[config.mk]
export PLATFORM = sky130hd
export DESIGN_NAME = uart_out_line_buffer
export DESIGN_NICKNAME = d
export VERILOG_FILES = /design/src/rtl/uart_out_line_buffer.sv
export SDC_FILE = /design/constraint.sdc
export NUM_CORES = 1
export LEC_CHECK = 0
export BUFFER_PORTS_ARGS = -buffer_cell sky130_fd_sc_hd__buf_2
export CORE_ASPECT_RATIO = 0.6
export CORE_UTILIZATION = 40
export CTS_CLUSTER_DIAMETER = 100
export DETAILED_ROUTE_END_ITERATION = 10
export PLACE_DENSITY_LB_ADDON = 0.12
export SLEW_MARGIN = 20
export SYNTH_ARGS = -nofsm -noshare
export SYNTH_HDL_FRONTEND = slang
export SYNTH_SLANG_ARGS = --single-unit
export TNS_END_PERCENT = 1
[constraint.sdc]
create_clock -name clock -period 14.2 [get_ports clock]
set_input_delay 2.13 -clock clock [delete_from_list [all_inputs] [get_ports clock]]
set_output_delay 2.13 -clock clock [all_outputs]
set_load 0.005 [all_outputs]
[src/rtl/uart_out_line_buffer.sv]
// Line-atomic console buffer: captures UART bytes, strips CR, releases whole lines or a full-buffer flush.
// Optional statistics counters are enabled by defining UART_OUT_STATS_EN.
module uart_out_line_buffer #(
  parameter int DEPTH = 64
) (
  input  logic                     clock,
  input  logic                     reset_n,
  input  logic                     in_valid,
  input  logic [7:0]               in_ch,
  output logic                     out_valid,
  output logic [7:0]               out_ch,
  output logic                     out_last,
  input  logic                     out_ready,
  output logic [$clog2(DEPTH):0]   count,
  output logic                     overflow
`ifdef UART_OUT_STATS_EN
  ,
  output logic [31:0]              stat_chars,
  output logic [31:0]              stat_drops,
  output logic [31:0]              stat_lines
`endif
);

  localparam int AW = $clog2(DEPTH);
  localparam logic [AW:0]   FULL    = (AW+1)'(DEPTH);
  localparam logic [AW:0]   ONE     = (AW+1)'(1);
  localparam logic [AW-1:0] PTR_ONE = AW'(1);

  typedef enum logic [1:0] {IDLE, LINE, FLUSH} state_t;

  state_t        state, next_state;
  logic [7:0]    mem [DEPTH];
  logic [AW-1:0] wr_ptr, rd_ptr;
  logic [AW:0]   lines_stored;
  logic [AW:0]   flush_rem;
  logic [7:0]    head;
  logic          is_cr, full, push, drop, pop, line_done;

  // Fullness is judged on the start-of-cycle count, so a same-cycle pop never frees a slot.
  assign head      = mem[rd_ptr];
  assign is_cr     = (in_ch == 8'h0d);
  assign full      = (count == FULL);
  assign push      = in_valid && !is_cr && !full;
  assign drop      = in_valid && !is_cr && full;
  assign pop       = out_valid && out_ready;
  assign line_done = pop && out_last && (state == LINE);

  always_comb begin
    next_state = state;
    out_valid  = 1'b0;
    out_ch     = 8'h00;
    out_last   = 1'b0;
    case (state)
      IDLE: begin
        if (lines_stored != '0)
          next_state = LINE;
        else if (full)
          next_state = FLUSH;
      end
      LINE: begin
        out_valid = 1'b1;
        out_ch    = head;
        out_last  = (head == 8'h0a);
        if (out_ready && out_last)
          next_state = IDLE;
      end
      FLUSH: begin
        out_valid = 1'b1;
        out_ch    = head;
        out_last  = (flush_rem == ONE);
        if (out_ready && out_last)
          next_state = IDLE;
      end
      default: next_state = IDLE;
    endcase
  end

  always_ff @(posedge clock or negedge reset_n) begin
    if (!reset_n) begin
      state     <= IDLE;
      flush_rem <= '0;
    end else begin
      state <= next_state;
      if (state == IDLE && next_state == FLUSH)
        flush_rem <= FULL;
      else if (state == FLUSH && pop)
        flush_rem <= flush_rem - ONE;
    end
  end

  always_ff @(posedge clock) begin
    if (push)
      mem[wr_ptr] <= in_ch;
  end

  always_ff @(posedge clock or negedge reset_n) begin
    if (!reset_n) begin
      wr_ptr       <= '0;
      rd_ptr       <= '0;
      count        <= '0;
      lines_stored <= '0;
      overflow     <= 1'b0;
    end else begin
      if (push)
        wr_ptr <= wr_ptr + PTR_ONE;
      if (pop)
        rd_ptr <= rd_ptr + PTR_ONE;
      case ({push, pop})
        2'b10:   count <= count + ONE;
        2'b01:   count <= count - ONE;
        default: count <= count;
      endcase
      case ({push && (in_ch == 8'h0a), line_done})
        2'b10:   lines_stored <= lines_stored + ONE;
        2'b01:   lines_stored <= lines_stored - ONE;
        default: lines_stored <= lines_stored;
      endcase
      if (drop)
        overflow <= 1'b1;
    end
  end

`ifdef UART_OUT_STATS_EN
  // Saturating event counters; they hold at all-ones rather than wrapping.
  always_ff @(posedge clock or negedge reset_n) begin
    if (!reset_n) begin
      stat_chars <= '0;
      stat_drops <= '0;
      stat_lines <= '0;
    end else begin
      if (push && stat_chars != 32'hffffffff)
        stat_chars <= stat_chars + 32'd1;
      if (drop && stat_drops != 32'hffffffff)
        stat_drops <= stat_drops + 32'd1;
      if (pop && out_last && stat_lines != 32'hffffffff)
        stat_lines <= stat_lines + 32'd1;
    end
  end
`endif

endmodule
==> impl_metrics.env <==
export IMPL_layout_cells_non_filler=1987
export IMPL_crit_path_max_fanout=48
export IMPL_syn2layout_area_growth_pct=11.0
export IMPL_postRouteWirelength_um=59000
export IMPL_max_freq_mhz=133
export IMPL_post_synth_and_or_nand_nor_area_fraction=0.0408
export IMPL_critPathCapture="out_last"
export IMPL_grt_ovfl_total=0
export IMPL_yosys_most_used_dff="sky130_fd_sc_hd__edfxtp_1"
export IMPL_fin_hold_viols=0
export IMPL_drv_slew=0
export IMPL_ys_types=66
export IMPL_worst_r2r_startpoint="rd_ptr[0]"
export IMPL_synthAdderAreaFrac=0.0131
export IMPL_crit_slowest_cell="sky130_fd_sc_hd__buf_4"
export IMPL_clock_transition_at_the_registers_of_the_reported_paths_ns=0.07
export IMPL_critPathMostFrequentCell="sky130_fd_sc_hd__buf_4"
export IMPL_cts_htree_levels=2
export IMPL_track_usage=0.212
export IMPL_numPortBuffers=29
export IMPL_largest_net_degree_at_the_start_of_global_routing=66
export IMPL_synthesized_area_fraction_occupied_by_ao_oa_aoi_and_oai_cells=0.0518
export IMPL_cts_resized=0
export IMPL_number_of_global_route_vias_before_repair=11100
export IMPL_clock_tree_from_tritoncts="done"
export IMPL_startpoint_type="register"
export IMPL_finalSetupTns_ns=0
export IMPL_finish_net_count=1270
export IMPL_clock_sink_count=548
export IMPL_worst_setup_path_type="register to output pin"
export IMPL_die_area_mm2=0.0564
export IMPL_pin_count=30
export IMPL_cts_buffers=51
export IMPL_leak_pwr_nw=8.02
export IMPL_synth_mux_area_fraction=0.131
export IMPL_rsz0062_at_grt="false"
export IMPL_ctsLongestPathBuffers=3
export IMPL_fin_worst_hold_slack_ns=0.465
export IMPL_die_height_um=184
export IMPL_post_layout_total_power_mw=4.66
export IMPL_drt_initial_drc_count=1356
export IMPL_clockRootBuffer="sky130_fd_sc_hd__clkbuf_16"
export IMPL_path_cells="buf_4 -> buf_4 -> clkinv_1 -> mux2_2 -> a221oi_1 -> nor4_1 -> nand4_1 -> a211oi_1 -> a22o_1 -> and2_1 -> buf_2"
export IMPL_final_fill_count=4656
export IMPL_finalCoreUtilization=0.452
export IMPL_mostFrequentLayoutCell="sky130_fd_sc_hd__edfxtp_1"
export IMPL_cts_post_setup_buffers_inserted=0
export IMPL_synth_xor_area_frac=0.0115
export IMPL_crit_start="rd_ptr[0]"
export IMPL_yosys_warnings=0
export IMPL_ant_nets=0
export IMPL_effective_utilization_at_floorplan=0.407
export IMPL_finalInstanceArea_mm2=0.0246
export IMPL_critical_path_endpoint_type="output pin"
export IMPL_clock_skew_ns=0.0283
export IMPL_worst_r2r_setup_slack_ns=7.49
export IMPL_dp_cells=1897
export IMPL_worst_r2r_cell_count=19
export IMPL_finalCritPeriodShare=0.528
export IMPL_synthArstFlopShare=0.0657
export IMPL_slowest_delay_ns=0.76
export IMPL_synthesized_net_count=1231
export IMPL_wire_length_of_the_first_global_routing_pass_um=84100
export IMPL_hpwl_um=38300
export IMPL_area_sequential_mm2=0.0163
export IMPL_layout_cells_most_common_list="512 x sky130_fd_sc_hd__edfxtp_1, 91 x sky130_fd_sc_hd__nor2_1, 91 x sky130_fd_sc_hd__mux4_2, 70 x sky130_fd_sc_hd__mux2i_1, 51 x sky130_fd_sc_hd__clkbuf_16"
export IMPL_worst_r2r_endpoint="lines_stored[6]"
export IMPL_postPlaceCellArea_mm2=0.0231
export IMPL_place_congestion=0.827
export IMPL_area_of_the_mapped_netlist_mm2=0.0222
export IMPL_design_core_area_mm2=0.0545
export IMPL_die_w_um=306
export IMPL_arrival_ns=5.36
export IMPL_power_ir_vdd_worst_uv=98.6
export IMPL_route_vias_total=11600
export IMPL_p_per_area_mw_per_mm2=189
export IMPL_multi_input_comb_area_mm2=0.00552
export IMPL_drive_gt1_frac=0.182
export IMPL_total_of_flip_flops_plus_latches_after_synthesis=548
export IMPL_vias_per_cell=5.82
export IMPL_max_cap_viol_count=0
export IMPL_worst_ep_required_time_ns=12.07
export IMPL_worst_skew_pair_late_latency_ns=0.59
export IMPL_fin_crit_ns=7.49
export IMPL_setup_ws_final_ns=6.71
export IMPL_post_synth_edffs=512
export IMPL_largest_family_of_logic_cells_by_synthesized_area="multiplexers"
export IMPL_synthesis_area_per_instance_um2=18.5
export IMPL_post_cts_hold_buffer_count=0
export IMPL_place_ws_ns=7.25
export IMPL_detailedRoute_firstPassIterationCount=5
export IMPL_worst_slew_margin_rel=0.218
export IMPL_drt_wirelength_per_cell_um=29.7
export IMPL_number_of_rows_in_the_core_area=66
export IMPL_postSynthCellCount=1197
export IMPL_worst_slew_pin_transition_ns=1.16
export IMPL_run_status="completed"
export IMPL_grt_antenna_before_repair=1
export IMPL_report_final_setup_viol=0
export IMPL_register_area_share_after_synthesis=0.734
export IMPL_hp_class="register to register"
export IMPL_drc_errors=0
==> critical path: cells and delay by family (launching register included) <==
family | cells | cell delay [ns]
simple gates | 3 | 0.69
buf+inv | 4 | 2.06
compound gates | 3 | 0.91
mux | 1 | 0.36
flops | 1 | 0.68
==> cells in the mapped netlist (5+ instances only) <==
cell type | n | area share
sky130_fd_sc_hd__edfxtp_1 | 512 | 0.69
sky130_fd_sc_hd__nor2_1 | 93 | 0.016
sky130_fd_sc_hd__mux4_2 | 91 | 0.092
sky130_fd_sc_hd__mux2i_1 | 70 | 0.032
sky130_fd_sc_hd__dfrtp_1 | 36 | 0.041
sky130_fd_sc_hd__nand2_1 | 35 | 0.0059
sky130_fd_sc_hd__clkbuf_1 | 25 | 0.0042
sky130_fd_sc_hd__a21oi_1 | 24 | 0.0054
sky130_fd_sc_hd__ha_1 | 20 | 0.011
sky130_fd_sc_hd__xnor2_1 | 20 | 0.0079
sky130_fd_sc_hd__o221ai_1 | 19 | 0.0075
sky130_fd_sc_hd__inv_1 | 17 | 0.0029
sky130_fd_sc_hd__o21ai_0 | 17 | 0.0038
sky130_fd_sc_hd__buf_2 | 15 | 0.0034
sky130_fd_sc_hd__a22oi_1 | 14 | 0.0047
sky130_fd_sc_hd__a22o_1 | 13 | 0.0051
sky130_fd_sc_hd__buf_4 | 11 | 0.0037
sky130_fd_sc_hd__nand3_1 | 10 | 0.0023
sky130_fd_sc_hd__a221oi_1 | 9 | 0.0036
sky130_fd_sc_hd__buf_1 | 9 | 0.0015
sky130_fd_sc_hd__xor2_1 | 9 | 0.0036
sky130_fd_sc_hd__nand3b_1 | 8 | 0.0027
sky130_fd_sc_hd__mux2_2 | 7 | 0.0036
sky130_fd_sc_hd__nor3_1 | 7 | 0.0016
sky130_fd_sc_hd__o22ai_1 | 7 | 0.0020
sky130_fd_sc_hd__and2_1 | 6 | 0.0017
sky130_fd_sc_hd__nor2b_1 | 6 | 0.0017
sky130_fd_sc_hd__a211oi_1 | 5 | 0.0017
sky130_fd_sc_hd__a21o_1 | 5 | 0.0017
sky130_fd_sc_hd__and3_1 | 5 | 0.0014
sky130_fd_sc_hd__nand4_1 | 5 | 0.0014
sky130_fd_sc_hd__nor4_1 | 5 | 0.0014
sky130_fd_sc_hd__o21a_1 | 5 | 0.0017
==> flip-flops by register name (all words and copies together) (netlist names) <==
signal / cells
flush_rem: 7
overflow: 1
mem: 512
lines_stored: 7
count: 7
state: 2
rd_ptr: 6
wr_ptr: 6
==> worst min-delay path by stage <==
stage / to / slack (ns) / start / depth (start not counted)
final: lines_stored[6] / 0.47 / lines_stored[6] / 1
after global routing: overflow / 0.48 / overflow / 1
after CTS: overflow / 0.47 / overflow / 1
after detailed placement: lines_stored[6] / 0.46 / lines_stored[6] / 1
after global placement: overflow / 0.45 / overflow / 1
after floorplan: lines_stored[6] / 0.44 / lines_stored[6] / 1
==> where the power goes <==
group | internal [mW] | switching [mW] | leakage, nW | total (mW)
Sequential | 1.86 | 0.128 | 5.06 | 1.98
Combinational | 0.541 | 0.815 | 2.20 | 1.36
Clock | 0.741 | 0.582 | 0.757 | 1.32
==> per-layer routing <==
layer / vias to the layer above / global-route usage / wire, um
li1: 4896 / - / -
met1: 6122 / 0.346 / 29100
met2: 465 / 0.273 / 22900
met3: 81 / 0.0615 / 5980
met4: 0 / 0.0456 / 1050
met5: - / 0 / 0
==> cell type report <==
class,instances,share of cell area
well taps,714,0.0363
inverters,19,0.00290
flip-flops and latches,548,0.661
repair buffers,50,0.0123
clock buffers,68,0.0552
multi-input cells,566,0.224
diodes,1,0.000102
clock inverters,21,0.00808
==> logic make-up (layout without fill, tap and decap cells) <==
| group | Yosys count | in the layout |
|---|---|---|
| simple gates | 194 | 194 |
| fa+ha+maj | 22 | 22 |
| flops | 548 | 548 |
| mux | 171 | 171 |
| other cells | 0 | 1 |
| compound gates | 150 | 150 |
| buf+inv | 83 | 158 |
| xor+xnor | 29 | 29 |
Power figures use the tool's default switching activity.
